[src/rtl/ecpa_pkg.sv]
// Shared definitions for the ECPA limb-serial modular arithmetic blocks:
// the sequencer state encoding, default operand/limb widths and the
// helper that sizes the limb index counter.
package ecpa_pkg;

  localparam int DEFAULT_WIDTH = 256;
  localparam int DEFAULT_LIMB  = 64;

  // Sequencer states shared by the modular adder and subtractor.
  typedef enum logic [1:0] {
    ST_IDLE = 2'd0,
    ST_SUB  = 2'd1,
    ST_ADD  = 2'd2,
    ST_DONE = 2'd3
  } state_t;

  // Width of a counter that indexes n limbs (at least one bit).
  function automatic int idx_width(input int n);
    return (n > 1) ? $clog2(n) : 1;
  endfunction

endpackage

[src/rtl/ecpa_limb_addsub.sv]
// Combinational LIMB-bit adder/subtractor.
//   i_sub = 0 : {o_cout, o_sum} = i_a + i_b + i_cin          (o_cout = carry)
//   i_sub = 1 : o_sum = i_a - i_b - i_cin, o_cout = borrow    (i_cin = borrow in)
// Subtraction reuses the adder: a - b - bin = a + ~b + ~bin, and the borrow
// out is the inverted carry out of that sum.
module ecpa_limb_addsub #(
  parameter int LIMB = 64
) (
  input  logic            i_sub,
  input  logic [LIMB-1:0] i_a,
  input  logic [LIMB-1:0] i_b,
  input  logic            i_cin,
  output logic [LIMB-1:0] o_sum,
  output logic            o_cout
);

  logic [LIMB-1:0] w_b_eff;
  logic            w_cin_eff;
  logic [LIMB:0]   w_full;

  // Single carry chain serves both modes; operands are conditioned first.
  always_comb begin
    w_b_eff   = i_sub ? ~i_b : i_b;
    w_cin_eff = i_sub ? ~i_cin : i_cin;
    w_full    = {1'b0, i_a} + {1'b0, w_b_eff} + {{LIMB{1'b0}}, w_cin_eff};
    o_sum     = w_full[LIMB-1:0];
    o_cout    = i_sub ? ~w_full[LIMB] : w_full[LIMB];
  end

endmodule

[src/rtl/modular_subtraction.sv]
// Limb-serial modular subtractor: result = (A - B) mod p for A, B < p.
// A SUB pass walks the limbs LSB first with a borrow; if the final borrow
// is set, an ADD pass adds p back, discarding the final carry.
//
// Build option MODSUB_CONST_TIME_EN: when defined, the ADD pass always runs
// (adding p or 0) so the latency is 2N regardless of the operands.
//
// Handshake: i_start is a level request sampled only in IDLE; A, B and p are
// captured on the accepting edge. done rises when the result is ready and
// stays high, with result frozen, until i_start is seen low; done falls on
// that same edge and a new request can be accepted one IDLE cycle later.
// i_rst is synchronous, active-high and takes priority over everything.
//
// WIDTH must be a multiple of LIMB.
module modular_subtraction
  import ecpa_pkg::*;
#(
  parameter int WIDTH = DEFAULT_WIDTH,
  parameter int LIMB  = DEFAULT_LIMB
) (
  input  logic             i_clk,
  input  logic             i_rst,
  input  logic             i_start,
  input  logic [WIDTH-1:0] A,
  input  logic [WIDTH-1:0] B,
  input  logic [WIDTH-1:0] p,
  output logic [WIDTH-1:0] result,
  output logic             done,
  output state_t           o_state
);

  localparam int N     = WIDTH / LIMB;
  localparam int IDX_W = idx_width(N);
  localparam logic [IDX_W-1:0] LAST_IDX = IDX_W'(N - 1);

  state_t r_state;
  state_t w_next;

  logic [WIDTH-1:0] r_a;     // minuend, shifted right one limb per SUB cycle
  logic [WIDTH-1:0] r_b;     // subtrahend, shifted with r_a
  logic [WIDTH-1:0] r_p;     // modulus, shifted right one limb per ADD cycle
  logic [WIDTH-1:0] r_res;   // result, limbs shifted in from the top
  logic [IDX_W-1:0] r_idx;   // current limb index within a pass
  logic             r_cy;    // borrow during SUB, carry during ADD
  logic             r_add_en; // final SUB borrow: add p (1) or 0 (0) in ADD

  logic             w_sub;
  logic             w_last;
  logic [LIMB-1:0]  w_op_a;
  logic [LIMB-1:0]  w_op_b;
  logic [LIMB-1:0]  w_sum;
  logic             w_cout;
  logic [WIDTH-1:0] w_res_next;

  // Operand selection: SUB consumes A/B limbs, ADD re-reads the result limbs.
  always_comb begin
    w_sub      = (r_state == ST_SUB);
    w_last     = (r_idx == LAST_IDX);
    w_op_a     = w_sub ? r_a[LIMB-1:0] : r_res[LIMB-1:0];
    w_op_b     = w_sub ? r_b[LIMB-1:0]
                       : (r_add_en ? r_p[LIMB-1:0] : {LIMB{1'b0}});
    w_res_next = (r_res >> LIMB) | (WIDTH'(w_sum) << (WIDTH - LIMB));
  end

  ecpa_limb_addsub #(
    .LIMB (LIMB)
  ) u_limb (
    .i_sub  (w_sub),
    .i_a    (w_op_a),
    .i_b    (w_op_b),
    .i_cin  (r_cy),
    .o_sum  (w_sum),
    .o_cout (w_cout)
  );

  // State register.
  always_ff @(posedge i_clk) begin
    if (i_rst) r_state <= ST_IDLE;
    else       r_state <= w_next;
  end

  // Next-state logic.
  always_comb begin
    w_next = r_state;
    case (r_state)
      ST_IDLE: if (i_start) w_next = ST_SUB;
      ST_SUB: begin
        if (w_last) begin
`ifdef MODSUB_CONST_TIME_EN
          w_next = ST_ADD;
`else
          w_next = w_cout ? ST_ADD : ST_DONE;
`endif
        end
      end
      ST_ADD:  if (w_last) w_next = ST_DONE;
      ST_DONE: if (!i_start) w_next = ST_IDLE;
      default: w_next = ST_IDLE;
    endcase
  end

  // Datapath: operand capture, limb shifting, index and borrow/carry.
  always_ff @(posedge i_clk) begin
    if (i_rst) begin
      r_a      <= '0;
      r_b      <= '0;
      r_p      <= '0;
      r_res    <= '0;
      r_idx    <= '0;
      r_cy     <= 1'b0;
      r_add_en <= 1'b0;
    end else begin
      case (r_state)
        ST_IDLE: begin
          if (i_start) begin
            r_a   <= A;
            r_b   <= B;
            r_p   <= p;
            r_idx <= '0;
            r_cy  <= 1'b0;
          end
        end
        ST_SUB: begin
          r_res <= w_res_next;
          r_a   <= r_a >> LIMB;
          r_b   <= r_b >> LIMB;
          if (w_last) begin
            r_idx    <= '0;
            r_cy     <= 1'b0;
            r_add_en <= w_cout;
          end else begin
            r_idx <= r_idx + IDX_W'(1);
            r_cy  <= w_cout;
          end
        end
        ST_ADD: begin
          r_res <= w_res_next;
          r_p   <= r_p >> LIMB;
          if (w_last) begin
            r_idx <= '0;
            r_cy  <= 1'b0;
          end else begin
            r_idx <= r_idx + IDX_W'(1);
            r_cy  <= w_cout;
          end
        end
        default: ;
      endcase
    end
  end

  // Outputs are registered state; result is frozen while in DONE.
  always_comb begin
    result  = r_res;
    done    = (r_state == ST_DONE);
    o_state = r_state;
  end

endmodule

[config.mk]
export PLATFORM = sky130hd
export DESIGN_NAME = modular_subtraction
export DESIGN_NICKNAME = d
export VERILOG_FILES = /design/src/rtl/ecpa_pkg.sv /design/src/rtl/ecpa_limb_addsub.sv /design/src/rtl/modular_subtraction.sv
export SDC_FILE = /design/constraint.sdc
export NUM_CORES = 2
export LEC_CHECK = 0
export CAP_MARGIN = 20
export CELL_PAD_IN_SITES_DETAIL_PLACEMENT = 1
export CELL_PAD_IN_SITES_GLOBAL_PLACEMENT = 1
export CORE_AREA = 2 2 401 403
export CTS_CLUSTER_DIAMETER = 40
export DETAILED_ROUTE_END_ITERATION = 8
export DIE_AREA = 0 0 403 405
export HOLD_SLACK_MARGIN = 0.06
export PLACE_DENSITY_LB_ADDON = 0.1
export SLEW_MARGIN = 40
export SYNTH_ARGS = -nofsm -noshare
export SYNTH_HDL_FRONTEND = slang
export SYNTH_HIERARCHICAL = 1
export SYNTH_SLANG_ARGS = --single-unit
[constraint.sdc]
create_clock -name i_clk -period 14.6 [get_ports i_clk]
set_input_delay 2.19 -clock i_clk [delete_from_list [all_inputs] [get_ports i_clk]]
set_output_delay 2.19 -clock i_clk [all_outputs]
set_load 0.01 [all_outputs]
## After elaboration in Yosys (flattened, before gate mapping)

Cells that the tools add are included.

- Register bits: 1030
- Bits of input ports: 771
- Output and inout port bits: 259
- Word-level logic and storage cells: 57

- Add/sub/neg operators: 3
- Eq/ne operators: 8
- Multiplexer cells: 24
- Bitwise operators: 4
- Reduce and logical (&&, ||, !) cells: 10

Operator list:

| operator | count |
|---|---|
| 256-bit one-hot mux with 2 select lines | 3 |
| 256-bit two-way mux | 3 |
| 64-bit two-way mux | 4 |
| 192-bit by 256-bit OR with 256-bit output | 1 |
| 64-bit by 64-bit adder with 65-bit output | 1 |
| 65-bit by 1-bit adder with 65-bit output | 1 |
| 64-bit inverter | 1 |
| 2-bit two-way mux | 6 |
| 2-bit != test, second input constant | 4 |
| 2-bit one-hot mux with 4 select lines | 1 |
| 2-bit AND reduction | 4 |
| 2-bit equality test, second input constant | 3 |
| 2-bit nonzero test | 3 |
| 1-bit two-way mux | 5 |
| 2-bit one-hot mux with 2 select lines | 1 |
| 4-bit AND reduction | 1 |
| 2-bit by 1-bit adder with 2-bit output, second input constant | 1 |
| 2-bit by 1-bit equality test with 1-bit output, second input constant | 1 |
| 2-bit logical NOT | 1 |
| 1-bit inverter | 2 |
| 1-bit one-hot mux with 2 select lines | 1 |
| 2-bit OR reduction | 1 |

## Longest topological paths before layout

- Word-level depth: 11
- Depth in mapped cells: 23
- Mapped depth without buffers: 19

## Modules after synthesis

Netlist, hierarchy kept.

By module, submodules not included:

| module | times used | cells each | area each (um^2) | seq. area each (um^2) |
|---|---|---|---|---|
| modular_subtraction | 1 | 4357 | 42275.5 | 20619.8 |
| ecpa_limb_addsub | 1 | 598 | 4299.1 | 0.0 |

## Least setup slack after synthesis

Ideal clock, no wire load.

- Path kind: register -> register
- From: register r_state[1] (netlist: o_state[1])
- To: register r_state[0] (netlist: o_state[0])
- Setup time: 0.132 ns
- Arrival time: 4.689 ns
- Data required time: 14.468 ns
- Slack: 9.778 ns
- Stages on the path, launching flop included: 21
- Buffers on the path: 3
- Period minus slack after synthesis: 4.822 ns
- Path through: dfxtp_1 -> inv_1 -> ha_1 -> clkbuf_1 -> clkbuf_1 -> clkbuf_1 -> xor2_1 -> fa_1 -> fa_1 -> a21o_2 -> a221oi_4 -> o22ai_2 -> o211ai_2 -> a21oi_2 -> o41ai_2 -> o21ai_1 -> a21oi_1 -> xnor2_1 -> nor2_1 -> o21ai_0 -> a21oi_1

- Longest elaborated chain between the ends: 11
- Elaborated cells on any way between the ends: 21
- Classes of those cells: add/sub (2); eq/ne (7); mux (8); bitwise (2); reduce/logical (2)

RTL lines:

| element | RTL line | text |
|---|---|---|
| start: declaration | modular_subtraction.sv:36 | `state_t r_state;` |
| start signal: assignment | modular_subtraction.sv:79 | `else r_state <= w_next;` |
| 2-bit by 1-bit equality test with 1-bit output (*) | modular_subtraction.sv:57 | `w_sub = (r_state == ST_SUB);` |
| named net w_sub | modular_subtraction.sv:47 | `logic w_sub;` |
| 64-bit two-way mux | modular_subtraction.sv:60 | `w_op_b = w_sub ? r_b[LIMB-1:0]` |
| 64-bit inverter | ecpa_limb_addsub.sv:23 | `w_b_eff = i_sub ? ~i_b : i_b;` |
| 64-bit two-way mux | ecpa_limb_addsub.sv:23 |  |
| 64-bit by 64-bit adder with 65-bit output | ecpa_limb_addsub.sv:25 | `w_full = {1'b0, i_a} + {1'b0, w_b_eff} + {{LIMB{1'b0}}, w_cin_eff};` |
| 65-bit by 1-bit adder with 65-bit output | ecpa_limb_addsub.sv:25 |  |
| 1-bit inverter | ecpa_limb_addsub.sv:27 | `o_cout = i_sub ? ~w_full[LIMB] : w_full[LIMB];` |
| 1-bit two-way mux (*) | ecpa_limb_addsub.sv:27 |  |
| named net w_cout | modular_subtraction.sv:52 | `logic w_cout;` |
| 1-bit two-way mux (*) | modular_subtraction.sv:92 | `w_next = w_cout ? ST_ADD : ST_DONE;` |
| 2-bit two-way mux (*) | modular_subtraction.sv:88 | `if (w_last) begin` |
| 2-bit one-hot mux with 4 select lines (*) | modular_subtraction.sv:85 | `case (r_state)` |

The timed path passes the listed nets; every way through them passes the cells marked *. The select of a mux whose other input is x is not followed.
A chain may end at the register's enable or synchronous reset.

## Final worst setup path

- From: register r_state[1] (netlist: o_state[1])
- To: register r_state[0] (netlist: o_state[0])

- Elaborated cells on any way between the ends: 21
- Classes of those cells: add/sub (2); eq/ne (7); mux (8); bitwise (2); reduce/logical (2)

RTL lines:

| element | RTL line | text |
|---|---|---|
| 2-bit by 1-bit equality test with 1-bit output (*) | modular_subtraction.sv:57 |  |
| named net w_sub | modular_subtraction.sv:47 |  |
| 64-bit two-way mux (*) | modular_subtraction.sv:59 | `w_op_a = w_sub ? r_a[LIMB-1:0] : r_res[LIMB-1:0];` |
| named net w_op_a[33] | modular_subtraction.sv:49 | `logic [LIMB-1:0] w_op_a;` |
| 64-bit by 64-bit adder with 65-bit output (*) | ecpa_limb_addsub.sv:25 |  |
| 65-bit by 1-bit adder with 65-bit output (*) | ecpa_limb_addsub.sv:25 |  |
| 1-bit inverter | ecpa_limb_addsub.sv:27 |  |
| 1-bit two-way mux (*) | ecpa_limb_addsub.sv:27 |  |
| named net w_cout | modular_subtraction.sv:52 |  |
| 1-bit two-way mux (*) | modular_subtraction.sv:92 |  |
| 2-bit two-way mux (*) | modular_subtraction.sv:88 |  |
| 2-bit one-hot mux with 4 select lines (*) | modular_subtraction.sv:85 |  |

Marked as above.

==> flow_summary.ini <==
[global_routing]
grt_max_degree = 221
antenna_found_initial = 64
grt_pass1_vias = 41200
gr-usage-all-layers = 0.237
gr-total-overflow = 0
grt_pass1_wl_um = 286000

[cts]
cts-htree-levels = 4
post-cts-setup-buffers = 0
clkTransAtPathRegs_ps = 50
cts-root-buf = clkbuf_16
cts_resized = 0
cts_inserted_buffers = 199
cts.sinks = 1030
cts_tree = done
cts_buffer_depth = 3
holdBufCountCts = 0
clk_latency_ps = 800

[sta]
setup_tns_ps = 0
period_share = 0.421
period_needed_ps = 6150
tightest_slew_ps = 957
hold_viol = 0
layout_setup_ws_ps = 8450
setup_viol = 0
rsz0062_at_grt = no
finClkSkew_ps = 65.7
relSlewSlack = 0.355
drv_slew = 0
fmax_mhz = 163

[logic_synthesis]
yosysWarnings = 6
netlist-cell-type-count = 73
synth_flop_cell = dfxtp_1
synthArstFlopShare = 0
syn_area_mm2 = 0.0466
netlist_instances = 4955
syn_avg_cell_area_um2 = 9.40
ys_seq_elements = 1030
synth-edff-count = 0
syn_nets = 5797
ys_seq_area_frac = 0.443

[routing]
drc = 0
first_pass_iters = 5
num_vias = 40200
topRoutingLayerUsed = met5
dr_wl_met2_um = 101000
routed-wl-met3_um = 11500
wl_per_cell_um = 25.1
drt-met1-wl_um = 85300
drt_iter0_drc = 1958
routed_wirelength_um = 203000
antenna_left = 0
drt-vias-per-instance = 4.97

[finish]
drive_above_1_share = 0.0839
regArea_mm2 = 0.0206
multi_input_area_mm2 = 0.0239
fillers = 17700
synthToLayoutAreaGrowth_pct = 40.4
fin_nets = 6640

[die]
die_x_um = 403
fp.dieArea_mm2 = 0.163
die-height_um = 405
pin_count = 1030
start_util = 0.292
core_area_mm2 = 0.159
fp-row-count = 147

[critical_path]
cp.required_ps = 15210
cpMostUsedCell = a21oi_1
critPathKind = reg2reg
crit_chain = inv_1 -> ha_4 -> buf_6 -> buf_6 -> mux2_2 -> ha_1 -> a21oi_1 -> o21a_1 -> o211ai_1 -> a2111oi_4 -> a21oi_2 -> o41ai_2 -> o21ai_1 -> a21oi_1 -> xnor2_1 -> nor2_1 -> o21ai_0 -> a21oi_1
cp_max_fo = 73
rr_worst_depth = 18
crit_buf_inv = 3
rrSetupSlack_ps = 8450
startpoint_type = flop
r2r_end = o_state[0]
crit_slowest_cell = ha_4
reg2reg_from = o_state[1]
cp_top_family = compound AO/OA/AOI/OAI gates
critPathArrivalTime_ps = 6760
slowest_delay_ps = 650
end_kind = flop

[placed_design]
post-dp-hpwl_um = 153000
gp_congestion = 0.855
port_buffers = 1029
pre_cts_ws_ps = 7900

[worst_hold_path]
hold_end = r_b[194]
min_from = r_b[194]
hold_path.class = reg2reg
hold_depth = 2

[power_and_ir_drop]
ir_drop_mv = 0.145
leakagePower_uw = 0.0244
power_density_mw_per_mm2 = 215

[run]
maxCapViolCount = 0

[outcome]
status = finished, final reports clean
placed cells by master, fill, tap and decap left out, types with 27 or more instances in the layout:
cell type / n
buf_6: 29
a21oi_1: 75
mux2i_1: 833
clkinv_2: 37
a211oi_1: 579
ha_1: 66
o21ai_0: 94
dfxtp_1: 1029
clkbuf_1: 27
a22oi_1: 193
mux2_2: 64
xor2_1: 90
nor2_1: 1061
clkdlybuf4s50_1: 1028
xnor2_1: 38
clkbuf_16: 200
clkbuf_8: 31
nand2_1: 181
Yosys cell counts, types with 3 or more instances:
master    count  area, um2
nand3_1       6       30.0
nor2_1     1062       3990
xnor2_1      38        333
o211ai_1      4       30.0
nor3_1        7       35.0
buf_4        20        150
clkbuf_1    155        582
o21ai_1       6       30.0
a31oi_1      11       68.8
a22oi_1     193       1450
o21a_1       15        113
nand4_1      22        138
nand2_1     181        679
a21oi_1      75        375
o21ai_0      96        480
nor2b_1       4       25.0
nand2b_1      5       31.3
buf_6         4       45.0
xor2_1       90        788
and2_1        3       18.8
and3_1        4       25.0
a211oi_1    579       4350
clkbuf_2      3       15.0
inv_1        20       75.1
o21bai_1     16        120
buf_1         7       26.3
ha_1         69        863
dfxtp_1    1030      20600
buf_2       251       1260
a221oi_1      3       26.3
mux2_2       64        721
a21o_1       23        173
mux2i_1     833       8340
a21boi_0      3       22.5
flip-flops by register name, summed over array words and instances (netlist names):
register / cells
r_a: 256
r_b: 256
r_add_en: 1
result: 256
r_idx: 2
r_p: 256
r_cy: 1
o_state: 2
worst max path at each step:
stage                     from     endpoint  slack (ps)  cells after the start
global route        o_state[1]  result[249]        7990                     18
detailed placement  o_state[1]  result[255]        7900                     18
global placement    o_state[1]  result[255]        8120                     18
finish              o_state[1]   o_state[0]        8450                     18
CTS                 o_state[1]  result[255]        7910                     18
floorplan           o_state[1]   o_state[0]        9780                     20
per-layer routing:
metal  global-route usage  vias to the layer above
met5                    0                        -
met4               0.0632                       60
met3               0.0627                      274
met2                0.419                      978
met1                0.283                    19300
li1                     -                    19500
stage by stage:
stage          instance area (um2)  instances  hold WS [ps]  total power (uW)   util
2_1_floorplan                46600       4955           443              7560      -
3_3_place_gp                 57900       7674           477              9190  0.363
3_5_place_dp                 58000       7677           483              9290  0.364
4_1_cts                      65200       8053           499             14200  0.409
5_1_grt                      65400       8076           513             14800  0.411
6_report                     65400       8080           493             14000  0.411
cells by family after synthesis:
family                     count (synthesis)  synth area share
and+or+nand+nor                         1309             0.109
AOI/OAI and AO/OA                       1058             0.164
DFF                                     1030             0.443
muxes                                    897             0.194
buffers and inverters                    462            0.0463
xor gates and xnor gates                 128            0.0241
adders and majority gates                 71            0.0194
power breakdown:
group | internal [uW] | leakage [uW] | total, uW | switching [uW]
Clock | 3160 | 0.00347 | 4840 | 1680
Combinational | 2020 | 0.0125 | 4940 | 2920
Sequential | 3620 | 0.00847 | 4260 | 636
Total | 8800 | 0.0244 | 14000 | 5240
layout make-up:
cell class,instances,share of cell area
multi-input combinational,3463,0.365
tap,2086,0.0399
inverter,22,0.00126
clock buffer,258,0.0846
timing repair buffer,1082,0.168
sequential,1030,0.315
clock inverter,118,0.0251
antenna,21,0.000804
worst reg2reg max path: stages, from the launching register on:
cell       delay [ps]
dfxtp_1           380
inv_1             170
ha_4              650
buf_6             550
buf_6             620
mux2_2            450
ha_1              410
a21oi_1           220
o21a_1            230
o211ai_1          240
a2111oi_4         430
a21oi_2           190
o41ai_2           510
o21ai_1           140
a21oi_1           240
xnor2_1           210
nor2_1            100
o21ai_0           180
a21oi_1           100
Note: power is estimated with default switching activity, not from simulation.
